==> src/rtl/secure_boot_chain.sv <==
// secure_boot_chain
// Multi-stage chain-of-trust boot controller. On a rising edge of power_on it
// fetches NUM_STAGES images of IMG_WORDS words each, folds every word into a
// rotate-XOR digest and checks it against that stage's golden digest. A
// mismatching stage is re-read up to MAX_RETRIES extra times; the boot ends in
// boot_ok, or in a boot_fail lockout that only rst_n clears.
//
// Ports
//   clk, rst_n        clock (rising edge), async active-low reset
//   power_on          boot request level; a boot starts on its rising edge
//   golden_digest     stage k digest at [k*WORD_W +: WORD_W]
//   mem_req/mem_addr  image read request, address = stage*IMG_WORDS + word
//   mem_valid/mem_data read data qualifier and image word
//   busy              fetching or checking
//   stage_idx         current stage
//   stage_pass        one-cycle pulse per verified stage
//   retry_cnt         retries used in the current stage
//   boot_ok/boot_fail final verdicts; fail_stage = stage that locked out
// All outputs are registered and cleared by reset.
module secure_boot_chain #(
  parameter int NUM_STAGES  = 4,
  parameter int IMG_WORDS   = 16,
  parameter int WORD_W      = 32,
  parameter int MAX_RETRIES = 2,
  parameter logic [WORD_W-1:0] SEED = '0,
  parameter int ADDR_W      = $clog2(NUM_STAGES*IMG_WORDS),
  localparam int SW = (NUM_STAGES > 1) ? $clog2(NUM_STAGES) : 1,
  localparam int RW = (MAX_RETRIES > 0) ? $clog2(MAX_RETRIES+1) : 1
) (
  input  logic                         clk,
  input  logic                         rst_n,
  input  logic                         power_on,
  input  logic [NUM_STAGES*WORD_W-1:0] golden_digest,
  output logic                         mem_req,
  output logic [ADDR_W-1:0]            mem_addr,
  input  logic                         mem_valid,
  input  logic [WORD_W-1:0]            mem_data,
  output logic                         busy,
  output logic [SW-1:0]                stage_idx,
  output logic                         stage_pass,
  output logic [RW-1:0]                retry_cnt,
  output logic                         boot_ok,
  output logic                         boot_fail,
  output logic [SW-1:0]                fail_stage
);

  localparam int WW = (IMG_WORDS > 1) ? $clog2(IMG_WORDS) : 1;

  typedef enum logic [2:0] {S_IDLE, S_FETCH, S_CHECK, S_DONE, S_FAIL} state_t;

  // Per-attempt context carried between cycles.
  typedef struct packed {
    logic [SW-1:0]     stage;
    logic [WW-1:0]     word;
    logic [WORD_W-1:0] acc;
  } ctx_t;

  state_t        state_q, state_n;
  ctx_t          ctx_q, ctx_n;
  logic [RW-1:0] retry_n;
  logic [SW-1:0] fstage_n;
  logic          pass_n;
  logic          pwr_q;
  logic          rise, fall;
  logic [WORD_W-1:0] gold;
  logic [31:0]   addr_n;

  assign rise = power_on & ~pwr_q;
  assign fall = ~power_on & pwr_q;
  assign gold = golden_digest[int'(ctx_q.stage)*WORD_W +: WORD_W];
  // Address is built from the next-state context so that it is registered
  // alongside the word counter and stays put while mem_valid is low.
  assign addr_n = 32'(ctx_n.stage) * 32'(IMG_WORDS) + 32'(ctx_n.word);

  always_comb begin
    state_n  = state_q;
    ctx_n    = ctx_q;
    retry_n  = retry_cnt;
    fstage_n = fail_stage;
    pass_n   = 1'b0;
    case (state_q)
      S_IDLE: if (rise) begin
        state_n = S_FETCH;
        ctx_n   = '{stage: '0, word: '0, acc: SEED};
        retry_n = '0;
      end
      S_FETCH: begin
        if (!power_on) state_n = S_IDLE;
        else if (mem_valid) begin
          ctx_n.acc = {ctx_q.acc[WORD_W-2:0], ctx_q.acc[WORD_W-1]} ^ mem_data;
          if (ctx_q.word == WW'(IMG_WORDS-1)) begin
            ctx_n.word = '0;
            state_n    = S_CHECK;
          end else begin
            ctx_n.word = ctx_q.word + 1'b1;
          end
        end
      end
      S_CHECK: begin
        // Abort wins over the digest verdict on the same edge.
        if (!power_on) state_n = S_IDLE;
        else if (ctx_q.acc == gold) begin
          pass_n  = 1'b1;
          retry_n = '0;
          if (ctx_q.stage == SW'(NUM_STAGES-1)) state_n = S_DONE;
          else begin
            state_n = S_FETCH;
            ctx_n   = '{stage: ctx_q.stage + 1'b1, word: '0, acc: SEED};
          end
        end else if (retry_cnt < RW'(MAX_RETRIES)) begin
          retry_n = retry_cnt + 1'b1;
          state_n = S_FETCH;
          ctx_n   = '{stage: ctx_q.stage, word: '0, acc: SEED};
        end else begin
          fstage_n = ctx_q.stage;
          state_n  = S_FAIL;
        end
      end
      S_DONE: if (fall) state_n = S_IDLE;
      S_FAIL: state_n = S_FAIL;  // lockout: only reset leaves
      default: state_n = S_IDLE;
    endcase
  end

  always_ff @(posedge clk or negedge rst_n) begin
    if (!rst_n) begin
      state_q    <= S_IDLE;
      ctx_q      <= '0;
      // Held high in reset so a power_on already asserted at release is
      // not mistaken for a rising edge.
      pwr_q      <= 1'b1;
      mem_req    <= 1'b0;
      mem_addr   <= '0;
      busy       <= 1'b0;
      stage_idx  <= '0;
      stage_pass <= 1'b0;
      retry_cnt  <= '0;
      boot_ok    <= 1'b0;
      boot_fail  <= 1'b0;
      fail_stage <= '0;
    end else begin
      state_q    <= state_n;
      ctx_q      <= ctx_n;
      pwr_q      <= power_on;
      mem_req    <= (state_n == S_FETCH);
      mem_addr   <= addr_n[ADDR_W-1:0];
      busy       <= (state_n == S_FETCH) || (state_n == S_CHECK);
      stage_idx  <= ctx_n.stage;
      stage_pass <= pass_n;
      retry_cnt  <= retry_n;
      boot_ok    <= (state_n == S_DONE);
      boot_fail  <= (state_n == S_FAIL);
      fail_stage <= fstage_n;
    end
  end

endmodule

==> config.mk <==
export PLATFORM = sky130hd
export DESIGN_NAME = secure_boot_chain
export DESIGN_NICKNAME = d
export VERILOG_FILES = /design/src/rtl/secure_boot_chain.sv
export SDC_FILE = /design/constraint.sdc
export NUM_CORES = 1
export LEC_CHECK = 0
export ABC_AREA = 1
export CORE_AREA = 3 3 108 110
export DETAILED_ROUTE_END_ITERATION = 6
export DIE_AREA = 0 0 111 113
export PLACE_DENSITY = 0.77
export SLEW_MARGIN = 5
export SYNTH_ARGS = -nofsm -noshare
export SYNTH_HDL_FRONTEND = slang
export SYNTH_SLANG_ARGS = --single-unit
==> constraint.sdc <==
create_clock -name clk -period 4.4 [get_ports clk]
set_clock_uncertainty 0.1 [all_clocks]
set_input_delay 0.88 -clock clk [delete_from_list [all_inputs] [get_ports clk]]
set_output_delay 0.88 -clock clk [all_outputs]
set_load 0.1 [all_outputs]
Yosys cells after proc, flatten, opt, wreduce, memory -nomap -nowiden

Cells that the tools add are included.

Bits in registers: 57
Input bits: 164
Output and inout bits: 17
Logic and storage cells: 78

$add $sub $neg: 4
Magnitude comparators: 1
Equality and inequality tests: 17
Shift-type cells: 1
Mux-type cells: 28
Bitwise operators: 7
Reduce and logical (&&, ||, !) cells: 7

Operators by type and width:

| cell                  | count |
|---|---|
| $mux W38              | 4 |
| $shiftx A128 B8 Y32   | 1 |
| $mux W36              | 3 |
| $pmux W36 S3          | 1 |
| $eq A32 B32 Y1        | 1 |
| $xor A32 B32 Y32      | 1 |
| $mux W3               | 8 |
| $pmux W3 S5           | 1 |
| $eq A3 B2 Y1 const B  | 4 |
| $mux W2               | 5 |
| $ne A2 B2 Y1 const B  | 4 |
| $pmux W2 S2           | 2 |
| $reduce_and A4 Y1     | 2 |
| $reduce_and A7 Y1     | 1 |
| $add A6 B4 Y6         | 1 |
| $eq A3 B1 Y1 const B  | 2 |
| $eq A3 B3 Y1 const B  | 2 |
| $ne A3 B3 Y1 const B  | 2 |
| $add A2 B1 Y2 const B | 2 |
| $add A4 B1 Y4 const B | 1 |
| $eq A4 B4 Y1 const B  | 1 |
| $mux W4               | 1 |
| $not A1 Y1            | 4 |
| $logic_not A3 Y1      | 1 |
| other kinds (7)       | 10 |

Logic depth before layout (Yosys ltp)

Gate-level depths: netlist (run 1).

Depth in word-level cells: 7
Mapped depth: 22

Worst setup path after synthesis (run 1)

Ideal clock, no wire load.

Path type: input-to-reg
Start point: input power_on
End point: register ctx_q[22] in the netlist's numbering
Library setup time: 121 ps
Arrival: 2284 ps
Required time: 4179 ps
Setup slack: 1895 ps
Cell stages on the path: 9
Path buffers: 2
Path through: clkbuf_1 -> inv_1 -> o21ai_0 -> o21ai_0 -> a221oi_1 -> nand2_2 -> buf_6 -> nand2_1 -> nand2_1

Word-level cells in the longest chain between the ends: 3
Elaborated cells on any way between the ends: 5
Classes of those cells: 3 x eq/ne; 1 x bitwise; 1 x reduce/logical

RTL lines:

| element                       | line | RTL |
|---|---|---|
| from (decl)                   | 32   | `input logic power_on,` |
| $and A1 B1 Y1                 | 68   | `assign rise = power_on & ~pwr_q;` |
| $ne A2 B2 Y1 (no line)        | -    |  |
| $reduce_and A7 Y1 (no line) * | -    |  |
| to (signal assigned)          | 143  | `ctx_q <= ctx_n;` |
| to (decl)                     | 59   | `ctx_t ctx_q, ctx_n;` |

Every way passes the cells marked *; elsewhere a longest branch is shown, timed or not.
A chain may end at the register's enable or synchronous reset.

==> run_results.csv, run 1 <==
group,metric,value,unit
status,status,"finished clean",
timing,finalHoldViolations,0,
synthesis,yosysTopAreaCell,"nand2_1",
detailed_routing,ant_nets,0,
synthesis,ys_warn_count,0,
clock_tree,post_cts_buffers,0,
clock_tree,cts_sinks,51,
clock_tree,cts_tree,"yes",
synthesis,synth_commonest_cells,"447 x nand2_1, 74 x inv_1, 50 x dfrtp_1",
setup_path,slowest_delay,0.57,ns
detailed_routing,routed_wl,13930,µm
global_route,grt.total_usage,0.2179,
place,pre_cts_ws,0.8873,ns
place,place_hpwl,10840,µm
global_route,grt_overflow_total,0,
clock_tree,cts_resized,0,
synthesis,yosysMostFrequentCell,"nand2_1",
synthesis,synth_top_area_frac,0.3711,
detailed_routing,dr_total_vias,5028,
synthesis,async_reset_ff_frac,1.000,
layout,num_antenna_cells,0,
layout,multi_input_area,2709,µm²
global_route,antenna_found_initial,0,
timing,period_share,0.7935,
detailed_routing,viasPerCell,4.656,
pwr,p_leak,3.428,nW
synthesis,ys_ff_latch,51,
floorplanning,die_h,113,µm
place,portBuffers,180,
timing,max-slew-margin-rel,0.3359,
global_route,use_met3,0.03797,
detailed_routing,wl_per_cell,12.90,µm
synthesis,synth_area_leaders,"nand2_1 37%, dfrtp_1 28%, inv_1 6.1%",
global_route,grt_pass1_wl,22540,µm
detailed_routing,drt_first_pass_iters,5,
timing,fmax,286.4,MHz
place,gp_congestion,0.8828,
setup_path,worstPathBufferInverterCount,2,
detailed_routing,drt_iter0_drc,269,
synthesis,yosysSeqAreaShare,0.2825,
synthesis,syn-num-nets,947,
layout,fillers,1070,
synthesis,synth_flop_cell,"dfrtp_1",
setup_path,end_kind,"flop",
timing,rsz0062_at_grt,"no",
pwr,total_power,0.001429,W
clock_tree,postCtsHoldBufs,0,
setup_path,critPathSlowestCell,"dfrtp_2",
clock_tree,clk_latency,0.30,ns
synthesis,netlist_instances,782,
pwr,ir_worst_vdd,0.0001431,V
clock_tree,path_clk_slew,0.10,ns
synthesis,synth_edf_count,0,
clock_tree,cts_root_buf,"clkbuf_8",
timing,final_max_slew_viol_count,0,
synthesis,yosysUniqueCellTypes,26,
floorplanning,io_pins,181,
global_route,grt_util_met1,0.3038,
global_route,grt_pass1_vias,4497,
timing,fin_tns_setup,0,ns
layout,drive_above_1_share,0.03191,
layout,nNetsFinal,1104,
min_path,min_path_type,"reg2reg",
floorplanning,coreArea,10790,µm²
layout,fin_util,0.5922,
clock_tree,cts.htree.levels,2,
setup_path,path_class,"reg2reg",
detailed_routing,drc_errors,0,
layout,synthToLayoutAreaGrowth,41.34,%
layout,regArea,1279,µm²
flow_run,maxCapViolCount,0,
floorplanning,die_area,12540,µm²
setup_path,path_max_fanout,32,
floorplanning,row_count,38,
global_route,busiest_layer,"met2",
timing,worst_pin_slew,0.9930,ns
pwr,pwr_density_cell,223.6,nW/µm²
floorplanning,die_w,111,µm
setup_path,arrival,3.58,ns
setup_path,cp_cell_sequence,"inv_2 > buf_4 > nand2_1 > nand2_1 > nand2_1 > nand2_1 > nand2_1 > nand2_1 > nand3_1 > nor2_1 > nand2_1 > nor2_2 > nand2_2 > nand2_2 > nand2_1 > nand2_1 > nand2_2 > nand2_1 > nand2_1",
timing,setup_violations,0,
timing,period_needed,3.491,ns
floorplanning,start_util,0.4190,
setup_path,cp_top_family,"simple AND/OR/NAND/NOR gates",
clock_tree,numCtsBuffers,5,
synthesis,syn-cell-area,4522,µm²
synthesis,avgSynthCellArea,5.782,µm²
global_route,grt_max_degree,53,
setup_path,crit_top_cell,"nand2_1",
global_route,met2_usage,0.3621,
setup_path,cp.required,4.49,ns
setup_path,cp-start-kind,"flop",
timing,setup_ws,0.9085,ns
clock_tree,clockBufferDepth,2,
-- placed cells by master (no fill, tap or decap), drive strengths merged, types with 2 or more instances in the layout --
| master | netlist | final |
|---|---|---|
| clkinv | 0 | 2 |
| nor2 | 30 | 30 |
| nand4 | 2 | 2 |
| clkbuf | 7 | 5 |
| nand3b | 23 | 23 |
| nand3 | 40 | 40 |
| nor3 | 4 | 4 |
| o211ai | 16 | 16 |
| xor2 | 21 | 21 |
| a21oi | 15 | 15 |
| nand2 | 450 | 450 |
| inv | 75 | 76 |
| clkdlybuf4s50 | 0 | 177 |
| buf | 32 | 12 |
| dfrtp | 50 | 50 |
| o21ai | 11 | 11 |
-- cells by family (layout without fill, tap and decap cells) --
kind of cell             after synthesis  count (layout)  share of synthesized area
AO/OA/AOI/OAI                         44              44                    0.05921
XOR/XNOR                              22              22                    0.04261
adder cells (fa/ha/maj)                1               1                   0.002767
buffers and inverters                114             272                     0.1206
flip-flops                            51              51                     0.2825
AND/OR/NAND/NOR                      550             550                     0.4923
-- final timing paths --
| path | start | cells past startpoint | slack (ns) | endpoint |
|---|---|---|---|---|
| max in group asynchronous | rst_n | 2 | 2.88 | asynchronous set/reset pin |
| hold / removal | fail_stage[0] | 2 | 0.40 | fail_stage[0] |
| hold reg to reg | fail_stage[0] | 2 | 0.40 | fail_stage[0] |
| setup / recovery | flop | 19 | 0.91 | ctx_q[23] |
| min in group asynchronous | rst_n | 1 | 0.55 | ctx_q[12] |
| setup reg to reg | flop | 19 | 0.91 | ctx_q[23] |
-- power breakdown --
group          internal [W]  switching, W  total, W
Sequential         0.000527     0.0000733  0.000601
Clock              0.000112      0.000159  0.000272
Combinational      0.000262      0.000295  0.000557
Total              0.000901      0.000528   0.00143
-- cell type report --
type,instances,area share
multi-input cells,617,0.4238
repair buffers,189,0.2909
flip-flops and latches,51,0.2001
inverters,75,0.04405
well taps,140,0.02741
clock buffers,5,0.01077
clock inverters,3,0.002937
-- through the flow --
| stage | instance area (µm²) | instances | hold WS (ns) |
|---|---|---|---|
| final | 6391 | 1080 | 0.4028 |
| after global routing | 6391 | 1080 | 0.4642 |
| after CTS | 6391 | 1080 | 0.4086 |
| after detailed placement | 6304 | 1072 | 0.3871 |
| after global placement | 6304 | 1072 | 0.3694 |
| after floorplan | 4522 | 782 | 0.3932 |
-- tightest hold or removal path: stages, from the launching register on --
cell and delay, ns:
dfrtp_1 0.35, nand2_1 0.05, o21ai_0 0.06
-- per-layer routing --
metal | up-vias | wire [µm]
li1 | 2695 | -
met2 | 138 | 6609
met3 | 4 | 723
met1 | 2191 | 6520
met5 | - | 0
met4 | 0 | 79
Note: power is estimated with default switching activity, not from simulation.
==> inputs of run 2 (changes only) <==
--- a/config.mk
+++ b/config.mk
@@ -6,10 +6,10 @@
 export NUM_CORES = 1
 export LEC_CHECK = 0
 export ABC_AREA = 1
-export CORE_AREA = 3 3 108 110
+export CORE_AREA = 3 3 111 113
 export DETAILED_ROUTE_END_ITERATION = 6
-export DIE_AREA = 0 0 111 113
-export PLACE_DENSITY = 0.77
+export DIE_AREA = 0 0 114 116
+export PLACE_DENSITY = 0.76
 export SLEW_MARGIN = 5
 export SYNTH_ARGS = -nofsm -noshare
 export SYNTH_HDL_FRONTEND = slang
==> constraint.sdc (replaced) <==
create_clock -name clk -period 2.9 [get_ports clk]
set_clock_uncertainty 0.1 [all_clocks]
set_input_delay 0.58 -clock clk [delete_from_list [all_inputs] [get_ports clk]]
set_output_delay 0.58 -clock clk [all_outputs]
set_load 0.1 [all_outputs]
==> run 2 against run 1 <==
  * The flow now finishes with violations (design-rule violations)
  * Die area rose by 5.4%
  * Core utilization is 2.0 points lower
  * Cell count increased by 0.83%
  * Power grew 66%
  * Sequential cell count did not move
  * First-iteration DRC count shrank 24%
  * Clock power rose by 120%
  * Final area is 2.2% higher
  * Non-clock buffer count grew 6
==> run_results.csv, run 2 (synthesis gave the netlist of run 1 again) <==
group,metric,value,unit
clock_tree,cts.htree.levels,2,
detailed_routing,viasPerCell,4.667,
setup_path,path_max_fanout,19,
setup_path,critPathSlowestCell,"dfrtp_2",
place,dp_cells,1081,
clock_tree,cts_sinks,51,
setup_path,rr_endpoint,"ctx_q[30]",
clock_tree,post_cts_buffers,0,
setup_path,arrival,2.59,ns
clock_tree,postCtsHoldBufs,0,
floorplanning,io_pins,181,
pwr,switching_share,0.3560,
layout,most-common-layout-cells,"447 x nand2_1, 162 x clkdlybuf4s50_1, 74 x inv_1",
setup_path,cp-start-kind,"flop",
global_route,grt_max_degree,71,
floorplanning,coreArea,11420,µm²
global_route,antenna_found_initial,0,
global_route,grt.total_usage,0.2085,
layout,layout_commonest_cell,"nand2_1",
layout,num_antenna_cells,0,
setup_path,slowest_delay,0.43,ns
floorplanning,die_h,116,µm
detailed_routing,routed_wl,13950,µm
timing,max-slew-margin-rel,0.5577,
global_route,met2_usage,0.3614,
clock_tree,cts_tree,"yes",
pwr,pwr_density_cell,364.3,nW/µm²
clock_tree,cts_root_buf,"clkbuf_16",
place,place_hpwl,10710,µm
global_route,use_met3,0.03394,
clock_tree,cts_resized,0,
timing,period_share,0.8652,
clock_tree,path_clk_slew,0.07,ns
flow_run,maxCapViolCount,0,
floorplanning,die_w,114,µm
timing,fin_tns_setup,0,ns
setup_path,worst-r2r-cell-count,20,
setup_path,ff2ff_setup_slack,0.39,ns
global_route,grt_pass1_wl,22450,µm
global_route,busiest_layer,"met2",
timing,fmax,398.5,MHz
layout,nNetsFinal,1110,
layout,drive_above_1_share,0.05391,
floorplanning,row_count,39,
setup_path,crit_top_cell,"nand2_1",
place,portBuffers,180,
floorplanning,start_util,0.3960,
floorplanning,die_area,13220,µm²
status,status,"finished, violations left",
timing,worst_pin_slew,0.6565,ns
pwr,ir_worst_vdd,0.0004480,V
global_route,grt_pass1_vias,4647,
global_route,grt_util_met1,0.2804,
detailed_routing,drc_errors,2,
pwr,pwr-share-clk,0.255,
pwr,power_switching,0.0008469,W
detailed_routing,wl_per_cell,12.81,µm
detailed_routing,ant_nets,0,
setup_path,end_kind,"flop",
detailed_routing,drt_first_pass_iters,7,
clock_tree,clockBufferDepth,2,
global_route,grt_overflow_total,0,
status,violations,"design-rule violations",
detailed_routing,dr_total_vias,5082,
timing,rsz0062_at_grt,"no",
layout,stdcell_count,1089,
setup_path,path_class,"reg2reg",
pwr,combPwrFrac,0.359,
clock_tree,clk_latency,0.29,ns
timing,period_needed,2.509,ns
pwr,p_leak,3.533,nW
setup_path,cp_cell_sequence,"inv_2 > buf_4 > nand2_1 > nand2_1 > nand2_1 > nand2_1 > nand2_1 > nand2_1 > nand2_1 > nor2_1 > nand2_1 > nor2_2 > nand2_2 > nand2_2 > nand2_1 > nand2_1 > nand2_2 > buf_4 > nand2_1 > nand2_1",
timing,finalHoldViolations,0,
timing,setup_violations,0,
pwr,pwr-share-seq,0.386,
clock_tree,numCtsBuffers,5,
min_path,min_path_type,"in2async",
detailed_routing,drt_iter0_drc,205,
setup_path,cp.required,2.98,ns
timing,final_max_slew_viol_count,0,
pwr,p_int,0.001532,W
layout,synthToLayoutAreaGrowth,44.44,%
place,gp_congestion,0.8486,
## run 2: metal layers
metal,up-vias,wire (µm),part of all wire
met5,-,0,0
met4,0,72,0.0052
met3,4,895,0.064
met2,139,6500,0.47
met1,2231,6481,0.46
li1,2708,-,-
## run 2: worst max-delay path by stage
stage	startpoint	slack (ns)	cells after the start	to
final	flop	0.39	20	ctx_q[30]
after global placement	golden_digest[37]	0.12	17	busy
after global routing	flop	0.11	20	ctx_q[31]
after CTS	flop	0.36	20	ctx_q[30]
after detailed placement	golden_digest[60]	0.09	19	ctx_q[30]
after floorplan	flop	0.62	20	ctx_q[22]
## run 2: area by class of cell
type / instances / area, µm²
clock buffer: 5 / 125.1
clock inverter: 3 / 28.78
fill: 1124 / 4887
inverter: 75 / 281.5
multi-input combinational: 617 / 2709
sequential: 51 / 1279
tap: 143 / 178.9
timing repair buffer: 195 / 1929
## run 2: metrics by stage
stage          total power (W)  utilization  worst slack, ns  cell area, µm²  hold WS, ns
2_1_floorplan         0.001428            -           0.6247            4522       0.1844
3_3_place_gp          0.001772       0.5585           0.1216            6377       0.3705
3_5_place_dp          0.001785       0.5585          0.08512            6377       0.3751
4_1_cts               0.002410       0.5720           0.3596            6531       0.3304
5_1_grt               0.002553       0.5720           0.1093            6531       0.3551
6_report              0.002379       0.5720           0.3908            6531       0.2952
## run 2: power groups by stage
| stage | combinational (W) | sequential (W) | clock, W |
|---|---|---|---|
| floorplan | 0.000511 | 0.000917 | 0 |
| global placement | 0.000843 | 0.000929 | 0 |
| detailed placement | 0.000855 | 0.000930 | 0 |
| CTS | 0.000859 | 0.000917 | 0.000634 |
| global route | 0.000949 | 0.000934 | 0.000670 |
| finish | 0.000854 | 0.000918 | 0.000608 |
## run 2: worst max-delay path, delay by kind of cell, from the launching register on
family	cells	cell delay, ns
buffers and inverters	3	0.52
DFF	1	0.43
and+or+nand+nor	17	1.35
